## config.mk

```make
export PLATFORM = sky130hd
export DESIGN_NAME = ysyx_23060203_pcu
export DESIGN_NICKNAME = d
export VERILOG_FILES = /design/src/rtl/ysyx_23060203_pcu.sv
export SDC_FILE = /design/constraint.sdc
export NUM_CORES = 1
export LEC_CHECK = 0
export CAP_MARGIN = 25
export CORE_MARGIN = 2
export CORE_UTILIZATION = 40
export DETAILED_ROUTE_END_ITERATION = 10
export DONT_BUFFER_PORTS = 1
export HOLD_SLACK_MARGIN = 0.03
export PLACE_DENSITY = 0.5
export SLEW_MARGIN = 10
export SYNTH_ARGS = -nofsm -noshare
export SYNTH_HDL_FRONTEND = slang
export SYNTH_SLANG_ARGS = --single-unit
export TNS_END_PERCENT = 30
```

## constraint.sdc

```tcl
create_clock -name clock -period 5.6 [get_ports clock]
set_input_delay 0.84 -clock clock [delete_from_list [all_inputs] [get_ports clock]]
set_output_delay 0.84 -clock clock [all_outputs]
set_load 0.005 [all_outputs]
```

## src/rtl/ysyx_23060203_pcu.sv

```systemverilog
// ----------------------------------------------------------------------------
// ysyx_23060203_pcu -- program-counter unit
//
// Holds the fetch PC and issues it to the IFU over a valid/ready handshake.
// It advances the PC sequentially, and applies resolved control-flow results
// from the IDU as redirects. Each redirect flips the fetch epoch and pulses
// flush. A taken target whose bit 1 is set raises a trap. The core has no
// compressed instructions, so such a target is misaligned.
//
// Ports
//   clock, reset_n      : clock and asynchronous active-low reset
//   if_valid/if_ready   : fetch request handshake; if_pc is the address and
//                         if_epoch the tag the IFU attaches to fetched words
//   flush               : one-cycle pulse on every redirect or trap entry
//   br_valid/br_ready   : resolved control-flow result handshake
//   br_kind             : 00 none, 01 conditional branch, 10 jal, 11 jalr
//   br_pc/br_imm/br_rs1 : operands used to form the target
//   jump_en             : branch-compare outcome (kind 01 only)
//   trap_valid/trap_addr: pending misaligned-target trap and its address
//   trap_ack            : trap handler takes the trap
//   redirect_cnt        : saturating count of taken redirects
// ----------------------------------------------------------------------------
module ysyx_23060203_pcu #(
  parameter logic [31:0] RESET_PC = 32'h3000_0000
) (
  input  logic        clock,
  input  logic        reset_n,
  output logic        if_valid,
  input  logic        if_ready,
  output logic [31:0] if_pc,
  output logic        if_epoch,
  output logic        flush,
  input  logic        br_valid,
  output logic        br_ready,
  input  logic [1:0]  br_kind,
  input  logic [31:0] br_pc,
  input  logic [31:0] br_imm,
  input  logic [31:0] br_rs1,
  input  logic        jump_en,
  output logic        trap_valid,
  output logic [31:0] trap_addr,
  input  logic        trap_ack,
  output logic [31:0] redirect_cnt
);

  typedef enum logic [1:0] {
    S_BOOT = 2'd0,
    S_RUN  = 2'd1,
    S_TRAP = 2'd2
  } state_e;

  localparam logic [1:0] KIND_BR   = 2'b01;
  localparam logic [1:0] KIND_JAL  = 2'b10;
  localparam logic [1:0] KIND_JALR = 2'b11;

  state_e      state_q, state_d;
  logic [31:0] pc_q, pc_d;
  logic        epoch_q, epoch_d;
  logic        flush_q, flush_d;
  logic        trap_valid_q, trap_valid_d;
  logic [31:0] trap_addr_q, trap_addr_d;
  logic [31:0] cnt_q, cnt_d;

  logic        in_run;
  logic        acc;
  logic        taken;
  logic        misaligned;
  logic [31:0] tgt_base;
  logic [31:0] tgt_sum;
  logic [31:0] target;
  logic        cnt_sat;

  // Fetch requests and result acceptance are both tied to RUN. BOOT is a
  // settle cycle. TRAP freezes the front end until the handler acknowledges.
  assign in_run   = (state_q == S_RUN);
  assign if_valid = in_run;
  assign br_ready = in_run;

  assign acc   = br_valid & in_run;
  assign taken = acc & ((br_kind == KIND_JAL) | (br_kind == KIND_JALR) |
                        ((br_kind == KIND_BR) & jump_en));

  // A single adder serves all kinds. Only jalr uses rs1 as the base, and only
  // jalr clears bit 0 of the sum.
  assign tgt_base = (br_kind == KIND_JALR) ? br_rs1 : br_pc;
  assign tgt_sum  = tgt_base + br_imm;
  assign target   = (br_kind == KIND_JALR) ? {tgt_sum[31:1], 1'b0} : tgt_sum;

  assign misaligned = taken & target[1];
  assign cnt_sat    = &cnt_q;

  always_comb begin
    state_d      = state_q;
    pc_d         = pc_q;
    epoch_d      = epoch_q;
    flush_d      = 1'b0;
    trap_valid_d = trap_valid_q;
    trap_addr_d  = trap_addr_q;
    cnt_d        = cnt_q;

    unique case (state_q)
      S_BOOT: begin
        state_d = S_RUN;
      end

      S_RUN: begin
        if (misaligned) begin
          // PC and epoch stay put. Flushing still clears whatever was
          // fetched past the faulting control-flow instruction.
          state_d      = S_TRAP;
          trap_valid_d = 1'b1;
          trap_addr_d  = target;
          flush_d      = 1'b1;
        end else if (taken) begin
          // A redirect overrides any handshake in the same cycle. The request
          // accepted this cycle carries the old epoch and is dropped
          // downstream.
          pc_d    = target;
          epoch_d = ~epoch_q;
          flush_d = 1'b1;
          if (!cnt_sat) begin
            cnt_d = cnt_q + 32'd1;
          end
        end else if (if_ready) begin
          pc_d = pc_q + 32'd4;
        end
      end

      S_TRAP: begin
        if (trap_ack) begin
          state_d      = S_RUN;
          trap_valid_d = 1'b0;
        end
      end

      default: begin
        state_d = S_BOOT;
      end
    endcase
  end

  always_ff @(posedge clock or negedge reset_n) begin
    if (!reset_n) begin
      state_q      <= S_BOOT;
      pc_q         <= RESET_PC;
      epoch_q      <= 1'b0;
      flush_q      <= 1'b0;
      trap_valid_q <= 1'b0;
      trap_addr_q  <= 32'd0;
      cnt_q        <= 32'd0;
    end else begin
      state_q      <= state_d;
      pc_q         <= pc_d;
      epoch_q      <= epoch_d;
      flush_q      <= flush_d;
      trap_valid_q <= trap_valid_d;
      trap_addr_q  <= trap_addr_d;
      cnt_q        <= cnt_d;
    end
  end

  assign if_pc        = pc_q;
  assign if_epoch     = epoch_q;
  assign flush        = flush_q;
  assign trap_valid   = trap_valid_q;
  assign trap_addr    = trap_addr_q;
  assign redirect_cnt = cnt_q;

endmodule

```

==> results.md <==
* Clock Skew at 0.00715 ns
* DRT iter0 DRCs at 227
* FF-to-FF Start: state_q[1]
* CP Capture Type: flip-flop
* Most frequent cells in the layout: dfrtp_1 (99), nand2_1 (97), a21oi_1 (67), o21ai_0 (65), nor2_1 (50)
* Placer Congestion at 0.861
* Setup Fix Bufs, Post-CTS at 0
* Setup TNS at 0 ns
* NumNets Final at 890
* Gate Count Post-Synth at 759
* Sequential area share after synthesis at 37.6%
* Crit path required time at 5.79 ns
* Power per cell area at 379 mW/mm^2
* Vias at 5628
* Port bufs at 0
* CP startpoint kind: input pin
* Clk slew on worst S/H paths at 0.07 ns
* Total Routing Usage GR at 20.7%
* DP Wirelength at 14.3 mm
* Worst Path Arrival at 4.24 ns
* CTS buffer count at 9
* Yosys warns at 0
* Max IR drop VDD at 0.225 mV
* Die width at 134 um
* Routed length per instance at 19.0 um
* DRT antenna net count at 0
* Post-Route WL at 18.5 mm
* Final hold vios at 0
* Synth Area per Inst at 8.86 um^2
* Outcome: finished, final reports clean
* Share of layout cells above drive strength 1 at 9.02%
* End of the critical path: trap_addr[24]
* EDFF count, synth at 0
* Highest clock rate at 247 MHz
* Worst Tran Pin Value at 0.799 ns
* Endpoints failing setup at 0
* # diodes at 0
* CTS max path bufs at 2
* Commonest non-fill, non-tap cell in the layout: dfrtp_1
* Area after DPL at 0.00693 mm^2
* Crit path max fanout at 21
* Main synth FF type: dfrtp_1
* Initial Util at 40.7%
* Clk Latency, worst-skew pair at 0.34 ns
* Critical path origin: br_kind[0]
* RSZ-0062 raised after global routing: false
* Pins Over Slew Limit at 0
* Final Critical Period at 4.05 ns
* Core Rows at 47
* Full die area at 0.0179 mm^2
* First-pass GRT wire length at 29.4 mm
* CORE AREA at 0.0165 mm^2
* Synth area leaders: dfrtp_1 (37%), ha_1 (6.7%), mux2_2 (5.9%)
* Seq cells post-synth at 101
* Post-cts gate resize count at 0
* Vias in the first global route at 5495
* Worst-case reg-to-reg path depth at 9
* Grt total ovfl at 0
* Critical path type: input pin to flip-flop
* Clock root cell: clkbuf_16
* Rel. slew slack at 46.2%
* Hold crit path type: input pin to asynchronous set/reset pin
* Post-Synthesis Cell Area at 0.00672 mm^2
* Final instance area at 0.00723 mm^2
* # clock sinks at 101
* Period utilization at 72.4%
* Reported max-cap violation count at 0
* Async S/R FF share, synth at 100%
* Die Y at 134 um
* DR pass1 iterations at 5
* Max H-tree Level at 3
* Largest net degree at the start of global routing at 102
* Synth Net Count at 900
* Unique masters post-synth at 64
* DRC at 0
* Initial antenna violation count at 0
* Area Growth Syn to Fin at 7.52%
* Worst reg2reg setup slack at 2.66 ns
* CTS tree: built
* Avg Vias per Cell at 5.78
* Leak at 3.13 nW
* Cts-stage hold buffer count at 0
* Top cell type's share of synthesized area at 36.9%
* Reg2reg end: redirect_cnt[27]
* I/O pin count at 205
* Post-synth top area cell: dfrtp_1
## registers in the layout, indices dropped and copies added (netlist names)
register	cells
if_pc	32
redirect_cnt	32
trap_addr	32
state_q	2
flush	1
if_epoch	1
trap_valid	1
## worst max-delay path, stage by stage
cell       delay (ns)
nand2_1          0.39
buf_4            0.38
mux2_2           0.38
ha_1             0.35
nand4_1          0.15
or2_1            0.29
a2111oi_4        0.46
nor4_4           0.10
o41ai_4          0.39
a21boi_1         0.14
xnor2_1          0.25
o21ai_0          0.11
## cells in the mapped netlist, types with 7 or more instances
cell and instances:
inv_1 17, xnor2_1 42, mux2_2 35, ha_1 36
nand3_1 40, a21o_1 15, dfrtp_1 99, o21ai_0 65
nand2b_1 8, nor3_1 13, xor2_1 21, nand2_1 97
and3_1 19, nand4_1 11, a21oi_1 67, clkbuf_1 23
nor2_1 50, a31oi_1 8, and4_1 7
## where the power goes
group | leakage (nW) | internal, W | switching (W) | total [W]
registers | 1.26 | 0.000982 | 0.000354 | 0.00134
logic | 1.72 | 0.000319 | 0.000461 | 0.000780
clock network | 0.149 | 0.000356 | 0.000266 | 0.000622
## kinds of logic after synthesis
logic type | Yosys count | share of synthesized area, %
adder cells (fa/ha/maj) | 37 | 7.00
flip-flops | 101 | 37.6
XOR/XNOR | 63 | 8.21
buffers and inverters | 44 | 2.53
AND/OR/NAND/NOR | 268 | 19.1
AO/OA/AOI/OAI | 208 | 19.2
multiplexers | 38 | 6.31
## metrics by stage
step	util [%]	hold slack [ns]	setup WS [ns]	std cells	total power, W
2_1_floorplan	-	0.437	1.74	759	0.00182
3_3_place_gp	42.0	0.455	1.33	958	0.00211
3_5_place_dp	42.0	0.472	1.16	958	0.00213
4_1_cts	43.7	0.178	1.52	974	0.00276
5_1_grt	43.7	0.170	1.24	974	0.00293
6_report	43.7	0.188	1.55	974	0.00274
## layer usage
metal | up-vias | track usage, % | part of all wire, %
met5 | - | 0 | 0
met4 | 0 | 6.74 | 1.9
met3 | 21 | 6.13 | 8.4
met2 | 207 | 31.9 | 44
met1 | 2680 | 27.8 | 45
li1 | 2720 | - | -
## final cells by class
type	count	area, um^2
clock inverter	5	50.0
inverter	18	67.6
timing repair buffer	5	37.5
fill	1612	9300
clock buffer	11	243
sequential	101	2530
multi-input combinational	614	4020
tap	220	275
## worst min path at each step
| stage | slack [ns] | startpoint | cells past startpoint | end |
|---|---|---|---|---|
| detailed placement | 0.47 | state_q[1] | 1 | state_q[0] |
| CTS | 0.18 | reset_n | 0 | trap_valid |
| global placement | 0.45 | state_q[1] | 1 | state_q[0] |
| global route | 0.17 | reset_n | 0 | redirect_cnt[13] |
| floorplan | 0.44 | state_q[1] | 1 | state_q[0] |
| finish | 0.19 | reset_n | 0 | trap_addr[7] |
Note: power is estimated with default switching activity, not from simulation.
